## config.mk

```make
export PLATFORM = sky130hd
export DESIGN_NAME = instr_encoder
export DESIGN_NICKNAME = d
export VERILOG_FILES = /design/src/rtl/instr_encoder_pkg.sv /design/src/rtl/instr_encoder_imm_pack.sv /design/src/rtl/instr_encoder.sv
export SDC_FILE = /design/constraint.sdc
export NUM_CORES = 1
export LEC_CHECK = 0
export CORE_ASPECT_RATIO = 1.2
export CORE_UTILIZATION = 35
export CTS_CLUSTER_DIAMETER = 200
export DETAILED_ROUTE_END_ITERATION = 10
export GPL_TIMING_DRIVEN = 0
export PLACE_DENSITY = 0.75
export SETUP_SLACK_MARGIN = 0.3
export SLEW_MARGIN = 20
export SYNTH_ARGS = -nofsm -noshare
export SYNTH_HDL_FRONTEND = slang
export SYNTH_SLANG_ARGS = --single-unit
export TNS_END_PERCENT = 50
```

## constraint.sdc

```tcl
create_clock -name clk -period 1.44 [get_ports clk]
set_input_delay 0.36 -clock clk [delete_from_list [all_inputs] [get_ports clk]]
set_output_delay 0.36 -clock clk [all_outputs]
set_load 0.005 [all_outputs]
```

## src/rtl/instr_encoder_pkg.sv

```systemverilog
// Shared encodings for the immediate generator / instruction encoder pair.
// Holds the immSel type codes, the canonical NOP, the decoded field bundle
// and small immediate-range helpers used by the packer.
package instr_encoder_pkg;

  // immSel type codes, identical to the immediate generator's encoding
  typedef enum logic [1:0] {
    IMM_I   = 2'b00,
    IMM_S   = 2'b01,
    IMM_B   = 2'b10,
    IMM_INV = 2'b11
  } imm_sel_e;

  // addi x0, x0, 0 -- emitted in place of an unencodable word
  localparam logic [31:0] NOP_INSTR = 32'h0000_0013;

  // Decoded register/opcode fields that travel alongside the immediate
  typedef struct packed {
    logic [6:0] opcode;
    logic [4:0] rd;
    logic [4:0] rs1;
    logic [4:0] rs2;
    logic [2:0] funct3;
  } instr_fields_t;

  // True when v is the sign extension of its low 12 bits (I/S immediates)
  function automatic logic fits_simm12(input logic [31:0] v);
    return v == {{20{v[11]}}, v[11:0]};
  endfunction

  // True when v is the sign extension of its low 13 bits (B offsets)
  function automatic logic fits_simm13(input logic [31:0] v);
    return v == {{19{v[12]}}, v[12:0]};
  endfunction

endpackage

```

## src/rtl/instr_encoder_imm_pack.sv

```systemverilog
// Purpose: combinational RV32 I/S/B field packer with immediate error check.
// Latency: 0 cycles (pure combinational).
// Backpressure: none; the enclosing register stage owns flow control.
// Optional IMM_RANGE_CHECK_EN: also flag immediates that do not fit the type.
module instr_encoder_imm_pack
  import instr_encoder_pkg::*;
(
  input  logic [1:0]    imm_sel,
  input  instr_fields_t fields,
  input  logic [31:0]   imm,
  output logic [31:0]   instr,
  output logic          err
);

  logic sel_err;
  logic range_err;

  // Scatter immediate bits into the slots each instruction format expects
  always_comb begin
    instr   = NOP_INSTR;
    sel_err = 1'b0;
    case (imm_sel_e'(imm_sel))
      IMM_I: begin
        instr = {imm[11:0], fields.rs1, fields.funct3, fields.rd, fields.opcode};
      end
      IMM_S: begin
        instr = {imm[11:5], fields.rs2, fields.rs1, fields.funct3,
                 imm[4:0], fields.opcode};
      end
      IMM_B: begin
        instr = {imm[12], imm[10:5], fields.rs2, fields.rs1, fields.funct3,
                 imm[4:1], imm[11], fields.opcode};
      end
      IMM_INV: begin
        instr   = NOP_INSTR;
        sel_err = 1'b1;
      end
      default: begin
        instr   = NOP_INSTR;
        sel_err = 1'b1;
      end
    endcase
  end

`ifdef IMM_RANGE_CHECK_EN
  // Flag immediates whose dropped upper bits would change the value
  always_comb begin
    range_err = 1'b0;
    case (imm_sel_e'(imm_sel))
      IMM_I, IMM_S: range_err = !fits_simm12(imm);
      IMM_B:        range_err = !fits_simm13(imm) || imm[0];
      default:      range_err = 1'b0;
    endcase
  end
`else
  // Without the check the upper immediate bits are simply discarded
  logic unused_imm_hi;
  assign range_err     = 1'b0;
  assign unused_imm_hi = ^imm[31:13];
`endif

  assign err = sel_err || range_err;

endmodule

```

## src/rtl/instr_encoder.sv

```systemverilog
// Purpose: pack decoded fields + immediate into RV32 words tagged with imem address.
// Latency: 1 cycle from input transfer to out_valid (single output register).
// Backpressure: in_ready = !out_valid || out_ready; held word stays stable while stalled.
// Optional IMM_RANGE_CHECK_EN: out_err also reports out-of-range immediates.
module instr_encoder
  import instr_encoder_pkg::*;
#(
  parameter int ADDR_W = 10
) (
  input  logic              clk,
  input  logic              rst,
  input  logic              in_valid,
  output logic              in_ready,
  input  logic [1:0]        immSel,
  input  logic [6:0]        opcode,
  input  logic [4:0]        rd,
  input  logic [4:0]        rs1,
  input  logic [4:0]        rs2,
  input  logic [2:0]        funct3,
  input  logic [31:0]       imm,
  input  logic              load_addr,
  input  logic [ADDR_W-1:0] load_addr_val,
  input  logic              clr_err,
  output logic              out_valid,
  input  logic              out_ready,
  output logic [31:0]       out_instr,
  output logic [ADDR_W-1:0] out_addr,
  output logic              out_err,
  output logic              err_sticky
);

  instr_fields_t     fields;
  logic [31:0]       packed_instr;
  logic              packed_err;
  logic [ADDR_W-1:0] addr_cnt;
  logic              in_xfer;

  assign fields = '{opcode: opcode, rd: rd, rs1: rs1, rs2: rs2, funct3: funct3};

  instr_encoder_imm_pack u_imm_pack (
    .imm_sel (immSel),
    .fields  (fields),
    .imm     (imm),
    .instr   (packed_instr),
    .err     (packed_err)
  );

  // The register frees up in the same cycle its word is taken downstream,
  // so a continuous stream moves one word per cycle.
  assign in_ready = !out_valid || out_ready;
  assign in_xfer  = in_valid && in_ready;

  // Output register: capture on input transfer, drop valid once drained
  always_ff @(posedge clk) begin
    if (rst) begin
      out_valid <= 1'b0;
      out_instr <= '0;
      out_addr  <= '0;
      out_err   <= 1'b0;
    end else if (in_xfer) begin
      out_valid <= 1'b1;
      out_instr <= packed_instr;
      out_addr  <= addr_cnt;
      out_err   <= packed_err;
    end else if (out_ready) begin
      out_valid <= 1'b0;
    end
  end

  // Address counter: an explicit load beats the post-capture increment
  always_ff @(posedge clk) begin
    if (rst) begin
      addr_cnt <= '0;
    end else if (load_addr) begin
      addr_cnt <= load_addr_val;
    end else if (in_xfer) begin
      addr_cnt <= addr_cnt + ADDR_W'(1);
    end
  end

  // Sticky error: a newly captured bad word beats a simultaneous clear
  always_ff @(posedge clk) begin
    if (rst) begin
      err_sticky <= 1'b0;
    end else if (in_xfer && packed_err) begin
      err_sticky <= 1'b1;
    end else if (clr_err) begin
      err_sticky <= 1'b0;
    end
  end

endmodule

```

==> impl_metrics.env <==
export IMPL_comb_power_share_pct=27.8
export IMPL_clockBufferDepth=2
export IMPL_drv_cap=0
export IMPL_finalHoldViolations=0
export IMPL_crit_path_end_kind="flop"
export IMPL_swShare_pct=27.89
export IMPL_register_area_um2=1177
export IMPL_synth_fa_ha_area_share_pct=0.5405
export IMPL_syn_inst=282
export IMPL_syn_area_um2=2315
export IMPL_p_int_uw=2717
export IMPL_crit_path_start_kind="flop"
export IMPL_ios=121
export IMPL_die_w_um=76.24
export IMPL_fin_skew_ns=0.007086
export IMPL_syn_area_per_cell_um2=8.208
export IMPL_arrival_ns=1.76
export IMPL_synth_top_family_by_area="simple AND/OR/NAND/NOR gates"
export IMPL_crit_end="addr_cnt[7]"
export IMPL_via_count=2626
export IMPL_fp_row_count=32
export IMPL_start_util_pct=36.13
export IMPL_p_per_area_nw_per_um2=805.7
export IMPL_slew_limit_headroom_pct=52.75
export IMPL_dp_hpwl_mm=4.797
export IMPL_fin_crit_sh_pct=106.2
export IMPL_die_area_um2=6944
export IMPL_ys_seq_area_share_pct=47.57
export IMPL_finalWeightedCongestion=0.8368
export IMPL_ys_ff_latch=55
export IMPL_worstPathRequired_ns=1.67
export IMPL_holdBufCountCts=0
export IMPL_via_per_inst=5.231
export IMPL_antenna_cells=0
export IMPL_port_buffers=98
export IMPL_routed_wirelength_mm=8.341
export IMPL_crit_slowest_cell="or4_4"
export IMPL_cp_top_family="simple AND/OR/NAND/NOR gates"
export IMPL_slew_viol_final=0
export IMPL_synthSimpleGateAreaFrac_pct=24.11
export IMPL_status="complete, but fails checks"
export IMPL_num_nets_final=493
export IMPL_cts_clk_slew_worst_paths_ns=0.10
export IMPL_yosysUniqueCellTypes=32
export IMPL_finalSetupTns_ns=-0.1946
export IMPL_rr_worst_depth=6
export IMPL_drive_above_1_share_pct=64.51
export IMPL_synth_mux_area_share_pct=4.649
export IMPL_clock_sinks=55
export IMPL_syn_nets=358
export IMPL_grt_first_pass_wirelength_mm=11.98
export IMPL_antenna_found_initial=0
export IMPL_hold_path_class="primary input to flop"
export IMPL_startpoint="out_valid"
export IMPL_multi_input_area_um2=1800
export IMPL_cts_tree="yes"
export IMPL_crit_cells=6
export IMPL_violations="negative setup slack"
export IMPL_p_leak_uw=0.001809
export IMPL_layout_cells_most_common="clkdlybuf4s50_1"
export IMPL_hold_ws_ns=0.4011
export IMPL_grt_total_usage_pct=21.49
export IMPL_final_cell_mix="clkdlybuf4s50_1 (50), dfxtp_2 (46), buf_2 (33), nand2_1 (32), a21oi_2 (26)"
export IMPL_htree_levels=2
export IMPL_total_power_uw=3768
export IMPL_p_seq_share_pct=45.6
export IMPL_overflow=0
export IMPL_initialDrtViolationCount=70
export IMPL_yosysWarnings=0
export IMPL_grt_pass1_vias=2530
export IMPL_final_util_pct=73.01
export IMPL_ant_nets=0
export IMPL_path_cells="nand2b_4, buf_8, buf_12, nand2_8, or4_4, a311oi_2"
export IMPL_grt_max_degree=17
export IMPL_reg2reg_slack_ns=-0.09
export IMPL_drc=0
export IMPL_rsz0062_at_grt="yes"
export IMPL_core_area_um2=6406
export IMPL_setup_viol=5
export IMPL_worstPathMaxFanout=8
export IMPL_layout_setup_ws_ns=-0.08983
export IMPL_fin_crit_ns=1.530
export IMPL_wl_per_cell_um=16.62
export IMPL_worstMarginPinSlew_ns=0.7088
export IMPL_root_buffer="clkbuf_8"
export IMPL_die_h_um=91.09
export IMPL_ir_drop_v=0.0005239
export IMPL_fillCellCount=421
export IMPL_timing_rr_start="out_valid"
export IMPL_max_stage_delay_ns=0.50
export IMPL_dr_pass1_iters=4
export IMPL_critical_path_class="flop to flop"
export IMPL_fmax_mhz=653.7
export IMPL_p_sw_uw=1051
export IMPL_synth_xor_area_share_pct=2.270
export IMPL_area_growth_pct=102.1
export IMPL_numCtsBuffers=5
export IMPL_worst_path_buf_inv=2
export IMPL_clock_latency_ns=0.31
export IMPL_synth_compound_area_share_pct=16.05
export IMPL_r2r_end="addr_cnt[7]"
export IMPL_p_clk_share_pct=26.6
==> power groups by stage <==
| stage | clock [uW] | combinational, uW | sequential [uW] |
|---|---|---|---|
| detailed placement | 0 | 676 | 1720 |
| finish | 1000 | 1050 | 1720 |
| global route | 1080 | 1110 | 1730 |
| CTS | 1020 | 867 | 1700 |
| floorplan | 0 | 301 | 1710 |
| global placement | 0 | 670 | 1710 |
==> sequential cells by signal, summed over array words and instances, names as in the netlist <==
register    count
out_instr      32
out_valid       1
addr_cnt       10
out_addr       10
err_sticky      1
out_err         1
==> worst min path at each step <==
stage	start	to	slack, ns	cells after the start
finish	in_valid	out_valid	0.40	3
CTS	in_valid	out_valid	0.40	3
global route	in_valid	out_valid	0.41	3
global placement	out_instr[19]	out_instr[19]	0.44	2
detailed placement	out_instr[25]	out_instr[25]	0.44	2
floorplan	addr_cnt[9]	out_addr[9]	0.44	2
==> through the flow <==
stage	setup slack, ns	instance area [um^2]	cells
after global routing	-0.1223	4677	502
after floorplan	0.006373	2447	282
final	-0.08983	4677	502
after detailed placement	-0.7176	3535	465
after CTS	-0.05819	4192	492
after global placement	-0.6659	3535	465
==> layer usage <==
metal	up-vias	track usage, %	routed length [um]
met3	14	4.322	389
li1	1261	-	-
met5	-	0	0
met4	0	5.128	118
met2	97	38.81	4423
met1	1254	25.84	3410
==> synthesized netlist by cell type <==
cell | count | area share [%]
xnor2_1 | 1 | 0.38
o21ai_0 | 1 | 0.22
a21oi_1 | 31 | 6.7
a221oi_1 | 7 | 2.6
nor3_1 | 13 | 2.8
and2_1 | 2 | 0.54
dfxtp_1 | 55 | 48
and3_2 | 1 | 0.32
or3_2 | 1 | 0.32
inv_1 | 3 | 0.49
and4_4 | 1 | 0.49
nand2_1 | 47 | 7.6
mux2_2 | 6 | 2.9
ha_1 | 1 | 0.54
or4_1 | 2 | 0.65
buf_1 | 1 | 0.16
nand3_1 | 19 | 4.1
clkbuf_1 | 16 | 2.6
and2_2 | 1 | 0.32
nand4_1 | 4 | 1.1
nor2_1 | 30 | 4.9
buf_2 | 5 | 1.1
nand2b_1 | 2 | 0.54
xor2_1 | 5 | 1.9
buf_4 | 1 | 0.32
nand3_2 | 1 | 0.43
a311oi_1 | 4 | 1.5
clkinv_1 | 1 | 0.16
a211oi_1 | 10 | 3.2
mux2i_1 | 4 | 1.7
a31oi_1 | 4 | 1.1
o31ai_1 | 2 | 0.65
==> worst min-delay path, delay by kind of cell <==
kind / cells / cell delay [ns]
buffers and inverters: 2 / 0.26
AO/OA/AOI/OAI: 1 / 0.05
==> timing repair <==
| action | CTS | global route |
|---|---|---|
| pin swaps | 32 | 42 |
| cloned | 6 | 0 |
| gates resized for setup | 352 | 86 |
| setup buffers | 14 | 10 |
| setup endpoints to repair | 101 | 95 |
==> layout make-up <==
class,count,area share (%)
Multi-Input combinational cell,200,38.50
Timing Repair Buffer,128,25.58
Sequential cell,55,25.17
Buffer,23,5.805
Tap cell,85,2.274
Clock buffer,5,1.471
Clock inverter,2,0.8026
Inverter,4,0.4013
==> kinds of logic (layout without fill, tap and decap cells) <==
kind of cell    Yosys count  after routing
xor+xnor                  6              6
fa+ha+maj                 1              1
flops                    55             55
compound gates           59             59
mux                      10             10
simple gates            124            124
buf+inv                  27            162
(Power assumes the default switching activity.)
